### config.mk
export PLATFORM = sky130hd
export DESIGN_NAME = twofish_byte_host_flat
export DESIGN_NICKNAME = d
export VERILOG_FILES = /design/src/rtl/twofish_byte_host_pkg.sv /design/src/rtl/twofish_byte_host_if.sv /design/src/rtl/twofish_byte_host_serializer.sv /design/src/rtl/twofish_byte_host.sv /design/src/flat_wrapper.sv
export SDC_FILE = /design/constraint.sdc
export NUM_CORES = 1
export LEC_CHECK = 0
export ABC_AREA = 1
export BUFFER_PORTS_ARGS = -buffer_cell sky130_fd_sc_hd__buf_2
export CAP_MARGIN = 25
export CORE_MARGIN = 2
export CORE_UTILIZATION = 39
export DETAILED_ROUTE_END_ITERATION = 6
export PLACE_DENSITY = 0.65
export SYNTH_ARGS = -nofsm -noshare
export SYNTH_HDL_FRONTEND = slang
export SYNTH_SLANG_ARGS = --single-unit
### constraint.sdc
create_clock -name Clk -period 4.33 [get_ports Clk]
set_clock_uncertainty 0.1 [all_clocks]
set_input_delay 0.433 -clock Clk [delete_from_list [all_inputs] [get_ports Clk]]
set_output_delay 0.433 -clock Clk [all_outputs]
set_load 0.02 [all_outputs]
### src/rtl/twofish_byte_host_pkg.sv
`default_nettype none
// ---- twofish_host_pkg: shared states and constants for the Twofish byte host ----
// ---- Revision: 1.0 ----
package twofish_host_pkg;

    localparam int   BLOCK_BYTES = 16;
    localparam logic ENC         = 1'b0;
    localparam logic DEC         = 1'b1;

    typedef enum logic [2:0] {
        COLLECT   = 3'd0,
        CRST      = 3'd1,
        CSTART    = 3'd2,
        WAIT_RISE = 3'd3,
        RUN       = 3'd4,
        CAPTURE   = 3'd5,
        DRAIN     = 3'd6
    } state_e;

endpackage
`default_nettype wire

### src/rtl/twofish_byte_host_if.sv
`default_nettype none
// ---- twofish_byte_host_if: byte-wide host link (input stream, output stream, operands) ----
// ---- Revision: 1.0 ----
interface twofish_byte_host_if;

    logic [7:0]   in_data;
    logic         in_valid;
    logic         in_ready;
    logic         en_de;
    logic [127:0] key;
    logic [7:0]   out_data;
    logic         out_valid;
    logic         out_ready;
    logic         err;

    modport master (
        output in_data, in_valid, en_de, key, out_ready,
        input  in_ready, out_data, out_valid, err
    );

    modport slave (
        input  in_data, in_valid, en_de, key, out_ready,
        output in_ready, out_data, out_valid, err
    );

endinterface
`default_nettype wire

### src/rtl/twofish_byte_host_serializer.sv
`default_nettype none
// ---- byte_serializer_128: loads a 128-bit word and emits it MSB byte first over valid/ready ----
// ---- Revision: 1.0 ----
module byte_serializer_128
    import twofish_host_pkg::*;
(
    input  wire logic         clk_i,
    input  wire logic         rst_ni,
    input  wire logic         load_i,
    input  wire logic [127:0] data_i,
    input  wire logic         ready_i,
    output logic [7:0]        data_o,
    output logic              valid_o,
    output logic              last_o
);

    logic [127:0] sr_q, sr_d;
    logic [3:0]   ocnt_q, ocnt_d;
    logic         valid_q, valid_d;
    logic         w_fire;

    assign w_fire  = valid_q & ready_i;
    assign last_o  = w_fire && (ocnt_q == 4'(BLOCK_BYTES - 1));
    assign data_o  = sr_q[127:120];
    assign valid_o = valid_q;

    always_comb begin
        sr_d    = sr_q;
        ocnt_d  = ocnt_q;
        valid_d = valid_q;
        if (load_i) begin
            sr_d    = data_i;
            ocnt_d  = '0;
            valid_d = 1'b1;
        end else if (w_fire) begin
            sr_d   = {sr_q[119:0], 8'h00};
            ocnt_d = ocnt_q + 4'd1;
            if (last_o) begin
                valid_d = 1'b0;
            end
        end
    end

    always_ff @(posedge clk_i or negedge rst_ni) begin
        if (!rst_ni) begin
            sr_q    <= '0;
            ocnt_q  <= '0;
            valid_q <= 1'b0;
        end else begin
            sr_q    <= sr_d;
            ocnt_q  <= ocnt_d;
            valid_q <= valid_d;
        end
    end

endmodule
`default_nettype wire

### src/rtl/twofish_byte_host.sv
`default_nettype none
// ---- twofish_byte_host: collects a 16-byte block, sequences the Twofish core, streams the result ----
// ---- Revision: 1.0 ----
module twofish_byte_host
    import twofish_host_pkg::*;
#(
    parameter int TIMEOUT_CYCLES = 256,
    parameter int RISE_WINDOW    = 4
) (
    input  wire logic         Clk,
    input  wire logic         Reset_n,
    twofish_byte_host_if.slave host,
    output logic [127:0]      core_block,
    output logic [127:0]      core_key,
    output logic              core_en_de,
    output logic              core_reset,
    output logic              core_start,
    input  wire logic [127:0] core_o,
    input  wire logic         core_busy
);

    localparam int TW = $clog2(TIMEOUT_CYCLES + 1);

    state_e          state_q, state_d;
    logic [3:0]      cnt_q, cnt_d;
    logic [TW-1:0]   tcnt_q, tcnt_d;
    logic [127:0]    block_q, block_d;
    logic [127:0]    key_q, key_d;
    logic            ende_q, ende_d;
    logic            creset_q, creset_d;
    logic            cstart_q, cstart_d;
    logic            err_q, err_d;
    logic            w_load;
    logic            w_last;
    logic            w_tmo;

    assign w_tmo = (tcnt_q == TW'(TIMEOUT_CYCLES - 1));

    assign host.in_ready = (state_q == COLLECT);
    assign host.err      = err_q;
    assign core_block    = block_q;
    assign core_key      = key_q;
    assign core_en_de    = ende_q;
    assign core_reset    = creset_q;
    assign core_start    = cstart_q;

    // Pulse outputs are registered on the transition into the state that owns them.
    always_comb begin
        state_d  = state_q;
        cnt_d    = cnt_q;
        tcnt_d   = tcnt_q;
        block_d  = block_q;
        key_d    = key_q;
        ende_d   = ende_q;
        creset_d = 1'b0;
        cstart_d = 1'b0;
        err_d    = 1'b0;
        w_load   = 1'b0;
        case (state_q)
            COLLECT: begin
                if (host.in_valid) begin
                    block_d = {block_q[119:0], host.in_data};
                    cnt_d   = cnt_q + 4'd1;
                    if (cnt_q == 4'(BLOCK_BYTES - 1)) begin
                        key_d    = host.key;
                        ende_d   = host.en_de;
                        creset_d = 1'b1;
                        state_d  = CRST;
                    end
                end
            end
            CRST: begin
                cstart_d = 1'b1;
                state_d  = CSTART;
            end
            CSTART: begin
                tcnt_d  = '0;
                state_d = WAIT_RISE;
            end
            WAIT_RISE: begin
                tcnt_d = tcnt_q + TW'(1);
                if (w_tmo) begin
                    err_d    = 1'b1;
                    creset_d = 1'b1;
                    cnt_d    = '0;
                    state_d  = COLLECT;
                end else if (core_busy) begin
                    state_d = RUN;
                end else if (tcnt_q == TW'(RISE_WINDOW - 1)) begin
                    state_d = CAPTURE;
                end
            end
            RUN: begin
                tcnt_d = tcnt_q + TW'(1);
                if (w_tmo) begin
                    err_d    = 1'b1;
                    creset_d = 1'b1;
                    cnt_d    = '0;
                    state_d  = COLLECT;
                end else if (!core_busy) begin
                    state_d = CAPTURE;
                end
            end
            CAPTURE: begin
                w_load  = 1'b1;
                state_d = DRAIN;
            end
            DRAIN: begin
                if (w_last) begin
                    state_d = COLLECT;
                end
            end
            default: begin
                state_d = COLLECT;
            end
        endcase
    end

    always_ff @(posedge Clk or negedge Reset_n) begin
        if (!Reset_n) begin
            state_q  <= COLLECT;
            cnt_q    <= '0;
            tcnt_q   <= '0;
            block_q  <= '0;
            key_q    <= '0;
            ende_q   <= 1'b0;
            creset_q <= 1'b0;
            cstart_q <= 1'b0;
            err_q    <= 1'b0;
        end else begin
            state_q  <= state_d;
            cnt_q    <= cnt_d;
            tcnt_q   <= tcnt_d;
            block_q  <= block_d;
            key_q    <= key_d;
            ende_q   <= ende_d;
            creset_q <= creset_d;
            cstart_q <= cstart_d;
            err_q    <= err_d;
        end
    end

    byte_serializer_128 u_ser (
        .clk_i   (Clk),
        .rst_ni  (Reset_n),
        .load_i  (w_load),
        .data_i  (core_o),
        .ready_i (host.out_ready),
        .data_o  (host.out_data),
        .valid_o (host.out_valid),
        .last_o  (w_last)
    );

endmodule
`default_nettype wire

### src/flat_wrapper.sv
// flat-port wrapper written by rule: the top's interface ports become plain ports
module twofish_byte_host_flat import twofish_host_pkg::*;
#(
    parameter int TIMEOUT_CYCLES = 256,
    parameter int RISE_WINDOW    = 4
)
  (Clk, Reset_n, core_block, core_key, core_en_de, core_reset, core_start, core_o, core_busy, host_in_data, host_in_valid, host_en_de, host_key, host_out_ready, host_in_ready, host_out_data, host_out_valid, host_err);
  twofish_byte_host_if host_i ();
  input  wire logic Clk;
  input  wire logic Reset_n;
  output logic [127:0] core_block;
  output logic [127:0] core_key;
  output logic core_en_de;
  output logic core_reset;
  output logic core_start;
  input  wire logic [127:0] core_o;
  input  wire logic core_busy;
  input wire logic [$bits(host_i.in_data)-1:0] host_in_data;
  input wire logic [$bits(host_i.in_valid)-1:0] host_in_valid;
  input wire logic [$bits(host_i.en_de)-1:0] host_en_de;
  input wire logic [$bits(host_i.key)-1:0] host_key;
  input wire logic [$bits(host_i.out_ready)-1:0] host_out_ready;
  output wire logic [$bits(host_i.in_ready)-1:0] host_in_ready;
  output wire logic [$bits(host_i.out_data)-1:0] host_out_data;
  output wire logic [$bits(host_i.out_valid)-1:0] host_out_valid;
  output wire logic [$bits(host_i.err)-1:0] host_err;
  assign host_i.in_data = host_in_data;
  assign host_i.in_valid = host_in_valid;
  assign host_i.en_de = host_en_de;
  assign host_i.key = host_key;
  assign host_i.out_ready = host_out_ready;
  assign host_in_ready = host_i.in_ready;
  assign host_out_data = host_i.out_data;
  assign host_out_valid = host_i.out_valid;
  assign host_err = host_i.err;
  twofish_byte_host #(.TIMEOUT_CYCLES(TIMEOUT_CYCLES), .RISE_WINDOW(RISE_WINDOW)) u_core (.Clk(Clk), .Reset_n(Reset_n), .host(host_i), .core_block(core_block), .core_key(core_key), .core_en_de(core_en_de), .core_reset(core_reset), .core_start(core_start), .core_o(core_o), .core_busy(core_busy));
endmodule
==> impl_summary.md <==
Timing
The final number of max-transition violations came to 0. The total negative slack is 0 ps. Once routing completed, OpenROAD measured the worst setup slack at 1400 ps. Setup repair after global routing left no endpoint under its margin.

The final critical-path required period is between 2000 and 3000 ps. Setup violations remaining at the end of the flow were counted as 0. The final-report hold violation count was 0. The post-route clock period utilization is 0.676. The worst pin sits at a relative slew slack of 0.433. The maximum frequency from static timing analysis is between 0.3 and 0.4 GHz.

The actual slew at the worst max-slew pin is around 850 ps.

Critical path
At the worst endpoint, the arrival time is roughly 3200 ps. The data required time at the worst endpoint is roughly 4700 ps. On the critical path, the stage with the largest delay is an instance of sky130_fd_sc_hd__clkinv_2. The maximum cell stage delay along the critical path is roughly 750 ps. By startpoint and endpoint, the worst setup path is classified as reg -> reg. Among cell families on the critical path, the largest total delay comes from buffers and inverters. The worst-path maximum fanout is between 100 and 150.

The count of buffering cells on the critical path with inverters included is 2. STA classifies the critical path startpoint as a flop. Traced cell by cell, the critical path runs through nor2_2 > nand2_8 > clkinv_2 > buf_4 > nand2_1 > nand3_1.

The sort of element at the end of the critical path is a flop.

Global route
The maximum number of pins on one net before global-route repair is approximately 110. The initial antenna violation count came to 8. The global-route wire length before repair is between 80000 and 90000 um.

Across every metal layer, demand over resource in global routing totals 0.231. The via count of the first global-routing pass is 16000. The remaining global-route overflow is 0.

Power and ir drop
In this run the power density over the cells is about 530 nW/um2. The leakage power of the design is between 10 and 15 nW. The worst-case IR drop observed on VDD is a little under 0.5 mV.

Clock tree
The H-tree level count is 2. Counting every sink on the clock net gives between 400 and 500. The clock tree from TritonCTS is done. The clock passes through at most 3 buffers. The clock-pin transition on the worst setup and hold timing paths is around 60 ps. Post-CTS timing repair inserted 0 buffers for setup. Clock tree synthesis selected as its root buffer the cell sky130_fd_sc_hd__clkbuf_16. The number of clock buffers inserted by TritonCTS is 44. Clock latency on the worst-skew pair, taken at its later pin, is between 500 and 600 ps.

Detailed routing
The initial detailed-routing violation count is approximately 1300. After detailed routing, the average wire length per cell comes to between 15 and 20 um. The number of iterations in the first detailed-routing pass is 6. The detailed router placed 16000 vias in this run. In the routed design, unresolved DRC markers number 0.

The remaining number of nets flagged by the antenna check after routing is 0. In the routed layout, each cell is associated on average with a via count of slightly below 5. The sum of routed wire length over all layers is 54000 um.

Synthesis
The synthesized design contains 409 register bits. Of the synthesized area, sequential elements account for 0.600. The most area-hungry cell type in the Yosys netlist is sky130_fd_sc_hd__dfrtp_1. A synthesized cell averages slightly below 9 um2.

The number of instances in the synthesized netlist is around 2000. Yosys attributes the largest share of cell area to sky130_fd_sc_hd__dfrtp_1 60%, sky130_fd_sc_hd__nand2_1 15%, sky130_fd_sc_hd__nand3_1 10%, sky130_fd_sc_hd__o21ai_1 3.5%, sky130_fd_sc_hd__inv_1 3.2%. The number of synthesis warnings is 0.

The mapped netlist covers approximately 17000 um2. Of the post-synthesis cell area, the dominant cell type holds 0.600. The post-synth net total is approximately 2200. The number of distinct standard cells referenced by the synthesized netlist is 30.

Floorplanning
Measured along the x axis, the die boundary spans ~210 um. The site row count is 76. The boundary pin count is between 500 and 600.

The die span in y is between 200 and 250 um. For this configuration, the core starts out at a cell density of 0.395. The die footprint is between 40000 and 50000 um2. The core region area is ~43000 um2.

Outcome
The run finished with clean final reports.

Run
The tool flagged a number of max-cap violations equal to 0.

Place
At the end of routability-driven placement, the weighted congestion stood at 0.848. The number of cells in the design after placement is about 3000. Timing analysis after detailed placement gives a worst setup slack of 1420 ps. Detailed placement finished with a half-perimeter wire length of ~35000 um. In this run the tool buffered the top-level ports with between 500 and 600 buffer cells.

Finish
The utilization after layout is 0.554. Compared with the post-synthesis result, the final layout area differs by 40.2%. Leaving out filler cells and counting taps, the final layout contains between 3000 and 4000.

The filler cell count in the final layout is around 3800. The final net count is slightly below 3000. The fraction of final layout cells sized beyond drive strength 1 is 0.240.

Worst hold path
The worst hold path class is in -> reg.
final cells by class:
class	instances	area, um2	area share
tap	585	732	0.0306
timing repair buffer	796	5350	0.223
inverter	151	572	0.0239
multi-input combinational	1261	5550	0.232
clock inverter	17	194	0.00811
sequential	409	10200	0.428
antenna	6	15.0	0.000628
clock buffer	63	1280	0.0537
worst reg2reg max path, cell delays in order (launching register included):
cell and delay (ps):
sky130_fd_sc_hd__dfrtp_1 580, sky130_fd_sc_hd__nor2_2 150, sky130_fd_sc_hd__nand2_8 470, sky130_fd_sc_hd__clkinv_2 760, sky130_fd_sc_hd__buf_4 510, sky130_fd_sc_hd__nand2_1 120, sky130_fd_sc_hd__nand3_1 90
report_power, final:
part           switching [mW]  internal (mW)
Clock                    1.57           2.30
Sequential              0.695           4.75
Combinational            2.18           1.22
cells in the mapped netlist:
cell	instances
sky130_fd_sc_hd__nor2_2	1
sky130_fd_sc_hd__a21boi_0	1
sky130_fd_sc_hd__o21ai_0	17
sky130_fd_sc_hd__clkinv_1	1
sky130_fd_sc_hd__nand3b_1	1
sky130_fd_sc_hd__nand2_2	2
sky130_fd_sc_hd__nand3_4	1
sky130_fd_sc_hd__a21oi_1	8
sky130_fd_sc_hd__inv_1	145
sky130_fd_sc_hd__clkbuf_1	41
sky130_fd_sc_hd__inv_2	5
sky130_fd_sc_hd__ha_1	5
sky130_fd_sc_hd__nand4_1	3
sky130_fd_sc_hd__nand3_1	356
sky130_fd_sc_hd__a31oi_1	10
sky130_fd_sc_hd__o22ai_1	2
sky130_fd_sc_hd__buf_6	11
sky130_fd_sc_hd__nor3_1	7
sky130_fd_sc_hd__dfrtp_1	409
sky130_fd_sc_hd__buf_1	4
sky130_fd_sc_hd__xor2_1	2
sky130_fd_sc_hd__nor2_1	32
sky130_fd_sc_hd__nand2_1	688
sky130_fd_sc_hd__buf_2	54
sky130_fd_sc_hd__o211ai_1	1
sky130_fd_sc_hd__nand2_4	2
sky130_fd_sc_hd__a22oi_1	1
sky130_fd_sc_hd__buf_4	23
sky130_fd_sc_hd__nor2_8	1
sky130_fd_sc_hd__o21ai_1	120
state kept, by name (all words and copies together), names as in the netlist:
signal,flops
u_core.u_ser.ocnt_q,4
u_core.core_en_de,1
u_core.u_ser.sr_q,128
u_core.cnt_q,4
u_core.u_ser.valid_o,1
u_core.core_block,128
u_core.state_q,3
u_core.core_key,128
u_core.core_reset,1
u_core.host.err,1
u_core.core_start,1
u_core.tcnt_q,9
layout by cell type, fill, tap and decap left out, types with 5 or more instances in the layout:
cell and n:
sky130_fd_sc_hd__clkinv_2 12, sky130_fd_sc_hd__clkbuf_8 9, sky130_fd_sc_hd__inv_1 145, sky130_fd_sc_hd__dfrtp_1 409, sky130_fd_sc_hd__diode_2 6, sky130_fd_sc_hd__buf_4 13
sky130_fd_sc_hd__o21ai_0 17, sky130_fd_sc_hd__nand2_1 687, sky130_fd_sc_hd__ha_1 5, sky130_fd_sc_hd__clkbuf_1 9, sky130_fd_sc_hd__buf_2 538, sky130_fd_sc_hd__dlygate4sd3_1 235
sky130_fd_sc_hd__clkbuf_16 45, sky130_fd_sc_hd__a21oi_1 8, sky130_fd_sc_hd__o21ai_1 120, sky130_fd_sc_hd__a31oi_1 10, sky130_fd_sc_hd__nor3_1 7, sky130_fd_sc_hd__buf_12 8
sky130_fd_sc_hd__nor2_1 32, sky130_fd_sc_hd__nand3_1 356
stage by stage:
step           hold WS [ps]  instance area (um2)  power [mW]
5_1_grt                28.2                23900        13.5
3_3_place_gp            359                20100        8.58
2_1_floorplan          37.4                17100        7.56
4_1_cts                2.19                23900        12.8
6_report               32.9                23900        12.7
3_5_place_dp            364                20100        8.68
cells by family after synthesis:
| kind of cell | Yosys count | synth area share |
|---|---|---|
| AOI/OAI and AO/OA | 160 | 0.0482 |
| xor gates and xnor gates | 2 | 0.00103 |
| adders and majority gates | 5 | 0.00367 |
| buffers and inverters | 284 | 0.0763 |
| DFF | 409 | 0.600 |
| and+or+nand+nor | 1094 | 0.271 |
layer usage:
layer | share of wire | global-route usage
met5 | 0.00041 | 0
met1 | 0.39 | 0.275
met2 | 0.48 | 0.384
met4 | 0.048 | 0.123
met3 | 0.082 | 0.0628
repair_timing:
action                                 CTS  global route
endpoints found under the hold margin  327             0
resized for setup                        0             0
hold buffers                           235             0
worst paths after layout:
kind,from,slack [ps],cells after the start,to
max,u_core.state_q[1],1400,6,u_core.u_ser.sr_q[118]
min,host_key[71],30,3,u_core.core_key[71]
max reg2reg,u_core.state_q[1],1400,6,u_core.u_ser.sr_q[118]
min reg2reg,u_core.core_block[125],380,2,u_core.core_block[125]
max in group asynchronous,Reset_n,2710,3,u_core.core_block[8]
min in group asynchronous,Reset_n,410,2,u_core.core_key[78]
Note: power is estimated with default switching activity, not from simulation.
